### src/rtl/m_store_buffer.sv
// rtl/m_store_buffer.sv - posted-store buffer with write combining and load forwarding
//
// Purpose:
//   Sits directly upstream of the M-stage data memory write port. Stores from
//   the M stage are queued in a small circular FIFO and drained one word-write
//   per cycle into DM. A store to the same word as the youngest entry is merged
//   into that entry. M-stage loads see buffered bytes through a combinational
//   forwarding path so they never observe stale DM contents.
//
// Optional build macro:
//   SB_DISPLAY_EN - when defined, every pop prints the architectural write
//                   trace line "<time>@<pc>: *<addr> <= <merged word>".
//
// Ports:
//   clk          in   1        clock, rising-edge
//   reset        in   1        asynchronous active-low reset
//   st_valid     in   1        M stage presents a store
//   st_ready     out  1        store accepted this cycle (room or merge)
//   st_addr      in   32       store byte address, word granular
//   st_wdata     in   32       lane-aligned store data
//   st_be        in   4        store byte enables
//   st_pc        in   32       PC of the store, carried for trace
//   ld_addr      in   32       M-stage load address, word granular
//   ld_fwd_data  out  32       forwarded bytes, uncovered lanes read 0
//   ld_fwd_mask  out  4        lanes supplied by the buffer
//   dm_we        out  1        head entry presented to DM
//   dm_ready     in   1        DM accepts the presented write
//   dm_addr      out  32       head entry word address
//   dm_wdata     out  32       head entry data
//   dm_be        out  4        head entry byte enables
//   dm_pc        out  32       PC of the last store merged into the head entry
//   empty        out  1        no entries occupied
//   count        out  PTR_W+1  number of occupied entries

module m_store_buffer #(
  parameter int DEPTH = 4,
  parameter int PTR_W = 2
) (
  input  logic             clk,
  input  logic             reset,
  input  logic             st_valid,
  output logic             st_ready,
  input  logic [31:0]      st_addr,
  input  logic [31:0]      st_wdata,
  input  logic [3:0]       st_be,
  input  logic [31:0]      st_pc,
  input  logic [31:0]      ld_addr,
  output logic [31:0]      ld_fwd_data,
  output logic [3:0]       ld_fwd_mask,
  output logic             dm_we,
  input  logic             dm_ready,
  output logic [31:0]      dm_addr,
  output logic [31:0]      dm_wdata,
  output logic [3:0]       dm_be,
  output logic [31:0]      dm_pc,
  output logic             empty,
  output logic [PTR_W:0]   count
);

  localparam logic [PTR_W:0] DEPTH_C = (PTR_W + 1)'(DEPTH);

  logic [29:0]      ent_addr [DEPTH];
  logic [31:0]      ent_data [DEPTH];
  logic [3:0]       ent_be   [DEPTH];
  logic [31:0]      ent_pc   [DEPTH];

  logic [PTR_W-1:0] head;
  logic [PTR_W-1:0] tail;
  logic [PTR_W:0]   cnt_q;

  logic [PTR_W-1:0] young_idx;
  logic             not_full;
  logic             pop;
  logic             merge_hit;
  logic             do_merge;
  logic             do_alloc;

  // Word-offset bits of the addresses carry no information here.
  logic unused_addr_lsbs;
  assign unused_addr_lsbs = ^{st_addr[1:0], ld_addr[1:0]};

  assign young_idx = tail - PTR_W'(1);
  assign not_full  = (cnt_q < DEPTH_C);

  assign dm_we = (cnt_q != '0);
  assign empty = (cnt_q == '0);
  assign count = cnt_q;
  assign pop   = dm_we & dm_ready;

  // Merge into the youngest entry unless that entry is also the head leaving
  // this cycle; in that case the store allocates a fresh entry instead.
  assign merge_hit = (cnt_q != '0) &&
                     (st_addr[31:2] == ent_addr[young_idx]) &&
                     !((cnt_q == (PTR_W + 1)'(1)) && pop);

  // A merge needs no free slot, so it is accepted even when full. A drain in
  // the same cycle does not free a slot for a new allocation.
  assign st_ready = not_full | merge_hit;
  assign do_merge = st_valid & merge_hit;
  assign do_alloc = st_valid & not_full & ~merge_hit;

  assign dm_addr  = {ent_addr[head], 2'b00};
  assign dm_wdata = ent_data[head];
  assign dm_be    = ent_be[head];
  assign dm_pc    = ent_pc[head];

  always_ff @(posedge clk or negedge reset) begin
    if (!reset) begin
      head  <= '0;
      tail  <= '0;
      cnt_q <= '0;
      for (int i = 0; i < DEPTH; i++) begin
        ent_addr[i] <= '0;
        ent_data[i] <= '0;
        ent_be[i]   <= '0;
        ent_pc[i]   <= '0;
      end
    end else begin
      if (do_merge) begin
        for (int k = 0; k < 4; k++) begin
          if (st_be[k]) begin
            ent_data[young_idx][8*k +: 8] <= st_wdata[8*k +: 8];
          end
        end
        ent_be[young_idx] <= ent_be[young_idx] | st_be;
        ent_pc[young_idx] <= st_pc;
      end

      if (do_alloc) begin
        ent_addr[tail] <= st_addr[31:2];
        ent_data[tail] <= st_wdata;
        ent_be[tail]   <= st_be;
        ent_pc[tail]   <= st_pc;
        tail           <= tail + PTR_W'(1);
      end

      if (pop) begin
        head <= head + PTR_W'(1);
      end

      case ({do_alloc, pop})
        2'b10:   cnt_q <= cnt_q + (PTR_W + 1)'(1);
        2'b01:   cnt_q <= cnt_q - (PTR_W + 1)'(1);
        default: cnt_q <= cnt_q;
      endcase
    end
  end

  // Walk occupied entries oldest to youngest so a younger matching lane
  // overrides an older one. Only registered entries are visible; a store
  // pushed this cycle shows up on the next.
  logic [PTR_W-1:0] fwd_idx;

  always_comb begin
    ld_fwd_data = '0;
    ld_fwd_mask = '0;
    fwd_idx     = '0;
    for (int i = 0; i < DEPTH; i++) begin
      fwd_idx = head + PTR_W'(i);
      if (((PTR_W + 1)'(i) < cnt_q) && (ent_addr[fwd_idx] == ld_addr[31:2])) begin
        for (int k = 0; k < 4; k++) begin
          if (ent_be[fwd_idx][k]) begin
            ld_fwd_data[8*k +: 8] = ent_data[fwd_idx][8*k +: 8];
            ld_fwd_mask[k]        = 1'b1;
          end
        end
      end
    end
  end

`ifdef SB_DISPLAY_EN
  // The buffer owns the architectural write trace; disabled lanes print as 0.
  logic [31:0] merged_word;

  always_comb begin
    merged_word = '0;
    for (int k = 0; k < 4; k++) begin
      if (dm_be[k]) begin
        merged_word[8*k +: 8] = dm_wdata[8*k +: 8];
      end
    end
  end

  always @(posedge clk) begin
    if (reset && pop) begin
      $display("%d@%h: *%h <= %h", $time, dm_pc, dm_addr, merged_word);
    end
  end
`else
`endif

endmodule
### config.mk
export PLATFORM = sky130hd
export DESIGN_NAME = m_store_buffer
export DESIGN_NICKNAME = d
export VERILOG_FILES = /design/src/rtl/m_store_buffer.sv
export SDC_FILE = /design/constraint.sdc
export NUM_CORES = 1
export LEC_CHECK = 0
export CAP_MARGIN = 20
export CORE_ASPECT_RATIO = 0.6
export CORE_MARGIN = 1
export CORE_UTILIZATION = 53
export CTS_CLUSTER_SIZE = 8
export DETAILED_ROUTE_END_ITERATION = 7
export PLACE_DENSITY_LB_ADDON = 0.05
export SETUP_SLACK_MARGIN = 0.15
export SLEW_MARGIN = 0
export SYNTH_ARGS = -nofsm -noshare
export SYNTH_HDL_FRONTEND = slang
export SYNTH_SLANG_ARGS = --single-unit
### constraint.sdc
create_clock -name clk -period 4.3 [get_ports clk]
set_input_delay 0.645 -clock clk [delete_from_list [all_inputs] [get_ports clk]]
set_output_delay 0.645 -clock clk [all_outputs]
set_load 0.02 [all_outputs]
; ---- After elaboration in Yosys (flattened, before gate mapping)
; Cells that the tools add are included.
[op_classes]
n_reduce_logical = 13
magnitude_cmp = 13
n_addsub = 7
n_bitwise = 13
n_eq_ne = 8
shift = 0
multipliers = 0
muxes = 127
div_mod_pow = 0
[op_table]
columns = operator, n
row1 = 128-bit two-way mux, 11
row2 = 128-bit bitwise mux, 7
row3 = 32-bit two-way mux, 17
row4 = 32-bit demux with 2-bit select, 6
row5 = 30-bit two-way mux, 11
row6 = 32-bit binary-select mux with 2-bit select, 5
row7 = 30-bit binary-select mux with 2-bit select, 5
row8 = 30-bit == test, 5
row9 = 8-bit two-way mux, 17
row10 = 120-bit bitwise mux, 1
row11 = 4-bit two-way mux, 16
row12 = 30-bit demux with 2-bit select, 1
row13 = 16-bit two-way mux, 3
row14 = 4-bit binary-select mux with 2-bit select, 5
row15 = 16-bit bitwise mux, 2
row16 = 24-bit two-way mux, 1
row17 = "3-bit >= comparator, second input constant", 6
row18 = 2-bit inverter with 3-bit output, 6
row19 = 4-bit demux with 2-bit select, 2
row20 = 1-bit two-way mux, 16
row21 = 1-bit logical AND, 9
row22 = "1-bit by 3-bit less-than comparator with 1-bit output, first input constant", 2
row23 = "2-bit by 3-bit less-than comparator with 1-bit output, first input constant", 2
row24 = "3-bit by 1-bit less-than comparator with 1-bit output, second input constant", 2
row25 = 18 further kinds, 23
[word_totals]
reg_bits = 399
mem_bits_ro = 0
out_inout_bits = 142
memories = 0
latchBits = 0
ram_bits = 0

; ---- Logic depth before layout (Yosys ltp)
; Gate-level depths: netlist (run 1).
[logic_depth]
depth_word = 21
ltp_mapped = 17
ltp_nobuf = 13

; ---- Least setup slack after synthesis (run 1)
; OpenSTA, ideal clock, no wires.
[synth_timing]
kind = register to register
start = register tail[0]
end = register ent_pc[101] (netlist name)
required_ns = 4.175
stages_incl_launch_ff = 15
setup_slack_ns = 0.128
setup_ns = 0.125
arrival_ns = 4.048
n_path_buf = 5
synth_period_minus_slack_ns = 4.172
path_cell_list = dfrtp_1 -> buf_4 -> buf_2 -> inv_1 -> ha_1 -> clkbuf_1 -> clkbuf_1 -> mux4_2 -> xnor2_1 -> nand4_1 -> nor4_4 -> nand4_2 -> nand2_2 -> buf_6 -> mux2_2
[synth_between]
elab_chain_len = 12
word_cells_on_any_way = 26
cone_classes = add/sub: 1 / order compare: 4 / eq/ne: 1 / mux: 11 / bitwise: 5 / reduce/logical: 4
[synth_lines]
columns = element, line_no
row1 = start: declaration, 68  ; logic [PTR_W-1:0] tail;
row2 = start signal: assignment, 134  ; tail <= tail + PTR_W'(1);
row3 = 2-bit by 1-bit subtractor with 2-bit output (*), 82  ; assign young_idx = tail - PTR_W'(1);
row4 = net young_idx[0], 71  ; logic [PTR_W-1:0] young_idx;
row5 = 2-bit inverter with 3-bit output (not written as such) (*), "93, 126"
row6 = 30-bit binary-select mux with 2-bit select, 93  ; (st_addr[31:2] == ent_addr[young_idx]) &&
row7 = 30-bit two-way mux (not written as such) (2 in a row), 93
row8 = 30-bit == test, 93
row9 = 1-bit logical AND, 92  ; assign merge_hit = (cnt_q != '0) &&
row10 = 1-bit logical AND, 93
row11 = 1-bit bitwise AND, 99  ; assign do_merge = st_valid & merge_hit;
row12 = 128-bit two-way mux, 119  ; if (do_merge) begin
row13 = 128-bit bitwise mux, 133  ; ent_pc[tail] <= st_pc;
row14 = 128-bit two-way mux (*), 129  ; if (do_alloc) begin
row15 = end signal: indexed assignment, 126  ; ent_pc[young_idx] <= st_pc;
row16 = end signal: indexed assignment, 133
row17 = end: declaration, 65  ; logic [31:0] ent_pc [DEPTH];
; Mark *: on every way through the listed nets, which the timed path passes. The rest lies on a longest branch. The select of a mux whose other input is x is not followed.
; A chain may end at the register's enable or synchronous reset.

; ---- Worst setup path after layout (run 1)
[layout_timing]
start = register head[1]
end = output port ld_fwd_data[11]
[layout_between]
elab_chain_len = 13
word_cells_on_any_way = 59
cone_classes = add/sub: 3 / eq/ne: 4 / mux: 44 / bitwise: 4 / reduce/logical: 4
[layout_lines]
columns = element, line_no
row1 = start: declaration, 67  ; logic [PTR_W-1:0] head;
row2 = start signal: assignment, 138  ; head <= head + PTR_W'(1);
row3 = "parallel branches: the longest is 12 deep, another holds 2-bit by 1-bit adder with 2-bit output", --
row4 = 32-bit two-way mux (*), 160  ; if (((PTR_W + 1)'(i) < cnt_q) && (ent_addr[fwd_idx] == ld_addr[31:2])) begin
row5 = end: declaration, 48  ; output logic [31:0] ld_fwd_data,
; Every way passes the cells marked *. The select of a mux whose other input is x is not followed.

==> results of run 1 <==
## power by group
group | leakage (nW) | internal [W] | switching [W]
combinational | 9.96 | 0.0121 | 0.0115
sequential | 4.77 | 0.00569 | 0.00164
clock | 0.717 | 0.00226 | 0.00169
## layout by cell type (no fill, tap or decap), drive strengths merged, types with 9 or more instances in the layout
| master | synthesis | routed |
|---|---|---|
| nand4 | 20 | 20 |
| a211oi | 18 | 18 |
| nor2b | 9 | 9 |
| and2 | 20 | 20 |
| nand2 | 73 | 73 |
| a31oi | 26 | 26 |
| ha | 9 | 9 |
| a31o | 11 | 11 |
| mux4 | 134 | 134 |
| a21oi | 60 | 60 |
| xor2 | 34 | 34 |
| nor2 | 79 | 79 |
| a32oi | 16 | 16 |
| inv | 24 | 23 |
| o41ai | 18 | 18 |
| o221a | 16 | 16 |
| o21ai | 34 | 34 |
| mux2 | 458 | 458 |
| o32a | 13 | 13 |
| buf | 119 | 570 |
| xnor2 | 119 | 119 |
| clkbuf | 42 | 60 |
| dfrtp | 399 | 399 |
| nor4 | 17 | 17 |
| o211ai | 32 | 32 |
| clkdlybuf4s50 | 0 | 233 |
| a2111oi | 13 | 13 |
| mux2i | 164 | 164 |
| nand2b | 23 | 23 |
| o221ai | 28 | 28 |
| nor3 | 19 | 19 |
## worst max-delay path, delay by kind of cell, from the launching register on
family | cells | cell delay, ns
compound gates | 5 | 1.34
xor+xnor | 1 | 0.25
buf+inv | 9 | 1.32
flops | 1 | 0.49
mux | 1 | 0.20
simple gates | 1 | 0.16
## layout make-up
cell class                      count  area [sq um]
Sequential cell                   399          9990
Tap cell                          650           813
Clock inverter                      3          90.1
Antenna cell                        4          10.0
Multi-Input combinational cell   1552         16700
Clock buffer                       59          1390
Fill cell                        3340         12500
Inverter                           25          98.8
Timing Repair Buffer              807          7990
## stage by stage
step	utilization, %	hold slack (ns)	instance area (sq um)
after floorplan	-	0.349	26800
after global placement	67.5	0.462	33500
after detailed placement	67.5	0.474	33500
after CTS	73.4	0.111	36400
after global routing	74.7	0.102	37000
final	74.7	0.0685	37000
## cells by family after synthesis
| group | after synthesis |
|---|---|
| mux | 756 |
| flops | 399 |
| compound gates | 332 |
| xor+xnor | 153 |
| fa+ha+maj | 9 |
| simple gates | 300 |
| other cells | 1 |
| buf+inv | 186 |
## state kept, by name, indices dropped and copies added (netlist names)
| register | flops |
|---|---|
| head | 2 |
| ent_pc | 128 |
| ent_data | 128 |
| ent_addr | 120 |
| tail | 2 |
| ent_be | 16 |
| count | 3 |
## how the worst max path moves through the flow
stage | startpoint | to | slack (ns) | cells past startpoint
2_1_floorplan | tail[0]$_DFFE_PN0P_ | ent_pc[101]$_DFF_PN0_ | 0.16 | 14
3_3_place_gp | ld_addr[15] | ld_fwd_data[7] | -0.75 | 12
3_5_place_dp | ld_addr[15] | ld_fwd_data[7] | -0.72 | 12
4_1_cts | head[0]$_DFFE_PN0P_ | ld_fwd_data[10] | -0.75 | 17
5_1_grt | head[1]$_DFFE_PN0P_ | ld_fwd_data[11] | -0.87 | 17
6_report | head[1]$_DFFE_PN0P_ | ld_fwd_data[11] | -0.74 | 17
## cells in the mapped netlist, drive strengths merged, types with 9 or more instances
cell type / n
o32a: 13
a21oi: 60
mux2i: 164
o221ai: 28
a31oi: 26
and2: 20
o211ai: 32
o41ai: 18
a2111oi: 13
nor3: 19
a32oi: 16
clkbuf: 42
o221a: 16
xor2: 34
nor2: 79
buf: 119
o21ai: 34
mux4: 134
nor2b: 9
inv: 24
ha: 9
dfrtp: 399
a31o: 11
mux2: 458
nand4: 20
nor4: 17
a211oi: 18
nand2b: 23
nand2: 73
xnor2: 119
## routing by layer
layer / part of all wire [%] / up-vias
li1: - / 9634
met1: 44 / 11580
met2: 43 / 1194
met3: 10 / 191
met4: 2.4 / 2
met5: 0.013 / -
## repair_timing
item                                    in CTS  in global routing
gates cloned                                 8                  3
gates resized for setup                    335                 91
setup buffers                               57                 19
pin swaps                                   44                 57
hold buffers                                 0                  0
endpoints found under the setup margin      40                 42
==> impl_metrics.ini, run 1 <==
[worst_setup_path]
crit_chain = buf_12 -> buf_12 -> buf_8 -> mux2i_4 -> xor2_2 -> buf_4 -> o211ai_1 -> a2111oi_4 -> nand4_1 -> buf_6 -> buf_6 -> o211ai_1 -> buf_4 -> buf_6 -> a211oi_2 -> o32a_1 -> buf_12
worstPathArrival_ns = 4.40
cpMaxStageDelayCell = dfrtp_4
r2r_start = tail[0]$_DFFE_PN0P_
cp.required_ns = 3.65
path_max_fanout = 7
rr_endpoint = ent_data[66]$_DFF_PN0_
reg2reg_slack_ns = 0.59
startpoint_type = flop
endpoint_kind = primary output
crit_path_max_incr_delay_ns = 0.49
r2r_cells = 14
worstSetupPathType = reg -> out

[power]
powerDensity_nw_per_um2 = 942
p_total_w = 0.0349
vdd_drop_max_mv = 0.661
p_leak_nw = 15.4

[synthesis]
synth_edf_count = 0
syn_inst = 2136
yosysTopAreaCell = dfrtp_1
ys_async_sr_fraction_pct = 100
syn_avg_cell_area_sq_um = 12.5
ys_types = 87
synthSimpleGateAreaFrac_pct = 6.14
synth_top_family_by_area = multiplexers
synth_top_area_share_pct = 37.3
ys_ff_latch = 399
synth_xor_area_share_pct = 5.03
synth_mux_area_share_pct = 36.8
ys_warn_count = 0
netlist_top_cells_area = dfrtp_1, mux2_2, mux4_2
synth-compound-area-share_pct = 10.3
ys_seq_area_share_pct = 37.3
syn_area_sq_um = 26800
synthAdderAreaFrac_pct = 0.421
synth-main-ff-cell = dfrtp_1

[timing]
rsz0062_at_grt = true
fin_ws_ns = -0.743
tns_ns = -22.43
fmax_mhz = 198
finalSetupViolations = 36
finalMaxSlewViolations = 0
post-route-min-period_ns = 5.04
tightest_slew_ns = 0.918
max-slew-margin-rel_pct = 38.8
timing.final.crit_share_pct = 117
final_hold_viol_count = 0
fin_skew_ns = 0.0468

[finish]
drive_gt1_share_pct = 49.7
fin_cells = 3499
final_nets = 2985
area.growth.synth_to_final_pct = 38.4

[floorplanning]
initial_core_util_pct = 54.0
die_y_microns = 176
io_pins = 278
chipWidth_microns = 292
core_sq_um = 49600
rows = 63
dieArea_sq_um = 51400

[global_routing]
met2_usage_pct = 53.2
grtUsageMet1_pct = 55.2
track_usage_pct = 36.8
gr-total-overflow = 0
antenna_found_initial = 7
grt_start_max_net_pins = 96
top_usage_layer = met1
grt_pass1_vias = 22658
grt_pass1_wl_mm = 143
grtUsageMet3_pct = 8.77

[route]
vias_per_cell = 6.46
first_iter_violations = 2177
num_vias = 22601
route.detailed.wl_per_inst_microns = 27.2
drt_wl_total_mm = 95.1
postRouteAntennaNets = 0
drcViolationCount = 0
dr.pass1.iters = 7

[placement]
gp_congestion = 0.993
numPortBuffers = 271
dpl.hpwl_mm = 67.6
place_ws_ns = -0.722
dp.cells = 3346

[hold_path]
hp-class = in -> async

[status]
violations = setup timing
status = complete, but fails checks

[clock_network]
cts_tree = yes
clockBufferDepth = 3
clkTransAtPathRegs_ns = 0.05
worstSkewPairLatency_ns = 0.62
clkSinkCount = 399
clk_root_buffer_cell = clkbuf_16
htree_levels = 2
cts_buffers = 55

[run]
drv_cap = 0
(Power assumes the default switching activity.)
==> run 2, diff against run 1 <==
--- a/config.mk
+++ b/config.mk
@@ -5,9 +5,8 @@
 export SDC_FILE = /design/constraint.sdc
 export NUM_CORES = 1
 export LEC_CHECK = 0
-export CAP_MARGIN = 20
 export CORE_ASPECT_RATIO = 0.6
-export CORE_MARGIN = 1
+export CORE_MARGIN = 2
 export CORE_UTILIZATION = 53
 export CTS_CLUSTER_SIZE = 8
 export DETAILED_ROUTE_END_ITERATION = 7
==> run 2 against run 1 <==
Effect of this change: via count down 1.8%; largest cell class unchanged; critical path depth stayed put; utilization shrank 1.8 points; clock skew shrank 0.0032 ns; combinational power shrank 4%; the run ends with hold timing, setup timing left; global-route usage shrank 1.2 points; clock power up 1%; first-iteration DRC count up 0.78%; count of clock-buffer cells in the layout rose by 3.
==> impl_metrics.ini, run 2 (synthesized netlist as in run 1, its figures left out) <==
[status]
status = complete, but fails checks
violations = hold timing, setup timing

[clock_network]
worstSkewPairLatency_ns = 0.63
holdBufCountCts = 0
htree_levels = 2
clkTransAtPathRegs_ns = 0.06
cts_buffers = 56
clkSinkCount = 399
cts_tree = yes
clk_root_buffer_cell = clkbuf_16
clockBufferDepth = 3

[worst_setup_path]
worstSetupPathType = reg -> out
worstPathArrival_ns = 4.47
cpMaxStageDelayCell = dfrtp_4
crit_family = buffers and inverters
r2r_cells = 15
path_max_fanout = 6
rr_endpoint = ent_data[18]$_DFF_PN0_
r2r_start = tail[1]$_DFFE_PN0P_
crit_chain = buf_12 -> buf_16 -> buf_6 -> mux4_2 -> xnor2_1 -> buf_4 -> nand4_1 -> a2111oi_4 -> buf_4 -> nand4_1 -> buf_6 -> o211ai_1 -> buf_4 -> buf_6 -> a211oi_2 -> o32a_1 -> buf_12
endpoint_kind = primary output
path_buf_inv = 9
reg2reg_slack_ns = 0.29
crit_path_max_incr_delay_ns = 0.53
startpoint_type = flop
cp.required_ns = 3.65

[placement]
gp_congestion = 0.993
dpl.hpwl_mm = 65.7
post_dp_cell_area_sq_um = 32800
numPortBuffers = 271
place_ws_ns = -0.853

[global_routing]
antenna_found_initial = 9
grt_start_max_net_pins = 86
grt_pass1_vias = 22203
gr-total-overflow = 0
track_usage_pct = 35.6
grt_pass1_wl_mm = 140

[finish]
final_nets = 2940
drive_gt1_share_pct = 48.2
stdcell_area_sq_um = 36200
area.growth.synth_to_final_pct = 35.2
multi_input_area_sq_um = 16500
nFillCells = 3418
mostFrequentLayoutCells = mux2_2, buf_4, dfrtp_1
final_common_cell = mux2_2
ff_latch_area_sq_um = 9990
reg_top3 = ent_data (128), ent_pc (128), ent_addr (120)

[timing]
fin_skew_ns = 0.0435
max-slew-margin-rel_pct = 38.8
rsz0062_at_grt = true
fin_ws_ns = -0.819
timing.final.crit_share_pct = 119
finalSetupViolations = 36
post-route-min-period_ns = 5.12
tightest_slew_ns = 0.893
fmax_mhz = 195
whs_ns = -0.00137
finalMaxSlewViolations = 0
final_hold_viol_count = 1

[route]
drt_wl_total_mm = 93.5
postRouteAntennaNets = 0
route.detailed.wl_per_inst_microns = 27.0
vias_per_cell = 6.42
dr.pass1.iters = 6
first_iter_violations = 2194
num_vias = 22203
drcViolationCount = 0

[hold_path]
hp-class = in -> async

[power]
powerDensity_nw_per_um2 = 941
p_clk_share_pct = 11.7
vdd_drop_max_mv = 0.574
seqPwrFrac_pct = 21.8
combPwrFrac_pct = 66.5
p_switching_w = 0.0144
p_sw_share_pct = 42.3
p_leak_nw = 15.1
p_int_w = 0.0197

[run]
drv_cap = 0

[floorplanning]
io_pins = 278
initial_core_util_pct = 53.9
chipWidth_microns = 294
rows = 63
dieArea_sq_um = 52400
core_sq_um = 49700
die_y_microns = 178
[run 2: worst reg2reg max path: cells and delay by family, from the launching register on]
family	cells	cell delay, ns
compound gates	1	0.44
xor+xnor	1	0.18
fa+ha+maj	1	0.35
buf+inv	7	1.19
flops	1	0.38
mux	2	0.70
simple gates	3	0.62
[run 2: final cells by class]
class	instances	area share [%]
multi-input combinational	1552	45.6
sequential	399	27.6
timing repair buffer	761	20.1
clock buffer	62	3.93
tap	650	2.25
inverter	25	0.263
clock inverter	4	0.235
antenna	4	0.0276
[run 2: how the worst max path moves through the flow]
stage                       endpoint  slack, ns           startpoint  depth (start not counted)
2_1_floorplan  ent_pc[101]$_DFF_PN0_       0.16  tail[0]$_DFFE_PN0P_                         14
3_3_place_gp         ld_fwd_data[24]      -0.80          ld_addr[18]                         13
5_1_grt              ld_fwd_data[10]      -0.95  head[1]$_DFFE_PN0P_                         15
3_5_place_dp          ld_fwd_data[7]      -0.85          ld_addr[13]                         13
4_1_cts               ld_fwd_data[7]      -0.76  head[1]$_DFFE_PN0P_                         15
6_report             ld_fwd_data[10]      -0.82  head[1]$_DFFE_PN0P_                         17
[run 2: routing by layer]
layer  track usage, %  vias up  share of wire (%)  wire length [microns]
met5                0        -              0.030                     28
met2             50.2     1086                 42                  39700
met4             9.52        4                2.4                   2200
met1             50.2    11392                 43                  40600
met3             15.1      157                 12                  11100
li1                 -     9564                  -                      -
[run 2: timing repair]
| action | CTS | global route |
|---|---|---|
| setup buffers | 47 | 27 |
| cloned | 9 | 0 |
| setup endpoints to repair | 82 | 60 |
| pin swaps | 45 | 39 |
| gates resized for setup | 323 | 81 |
[run 2: power groups by stage]
stage	logic, W	registers [W]	clock network, W
finish	0.0227	0.00742	0.00400
global route	0.0237	0.00769	0.00421
CTS	0.0217	0.00734	0.00406
detailed placement	0.0205	0.00735	0
global placement	0.0201	0.00716	0
floorplan	0.0126	0.00682	0
[run 2: per-stage QoR]
step	hold slack [ns]	std cells	utilization, %	power (W)	TNS (ns)
after floorplan	0.349	2137	-	0.0194	0
after global placement	0.461	3304	66.1	0.0273	-21.66
after detailed placement	0.469	3304	66.1	0.0278	-24.43
after CTS	0.0411	3426	71.7	0.0331	-21.81
after global routing	0.0375	3457	72.9	0.0356	-28.19
final	-0.00137	3457	72.9	0.0341	-24.03
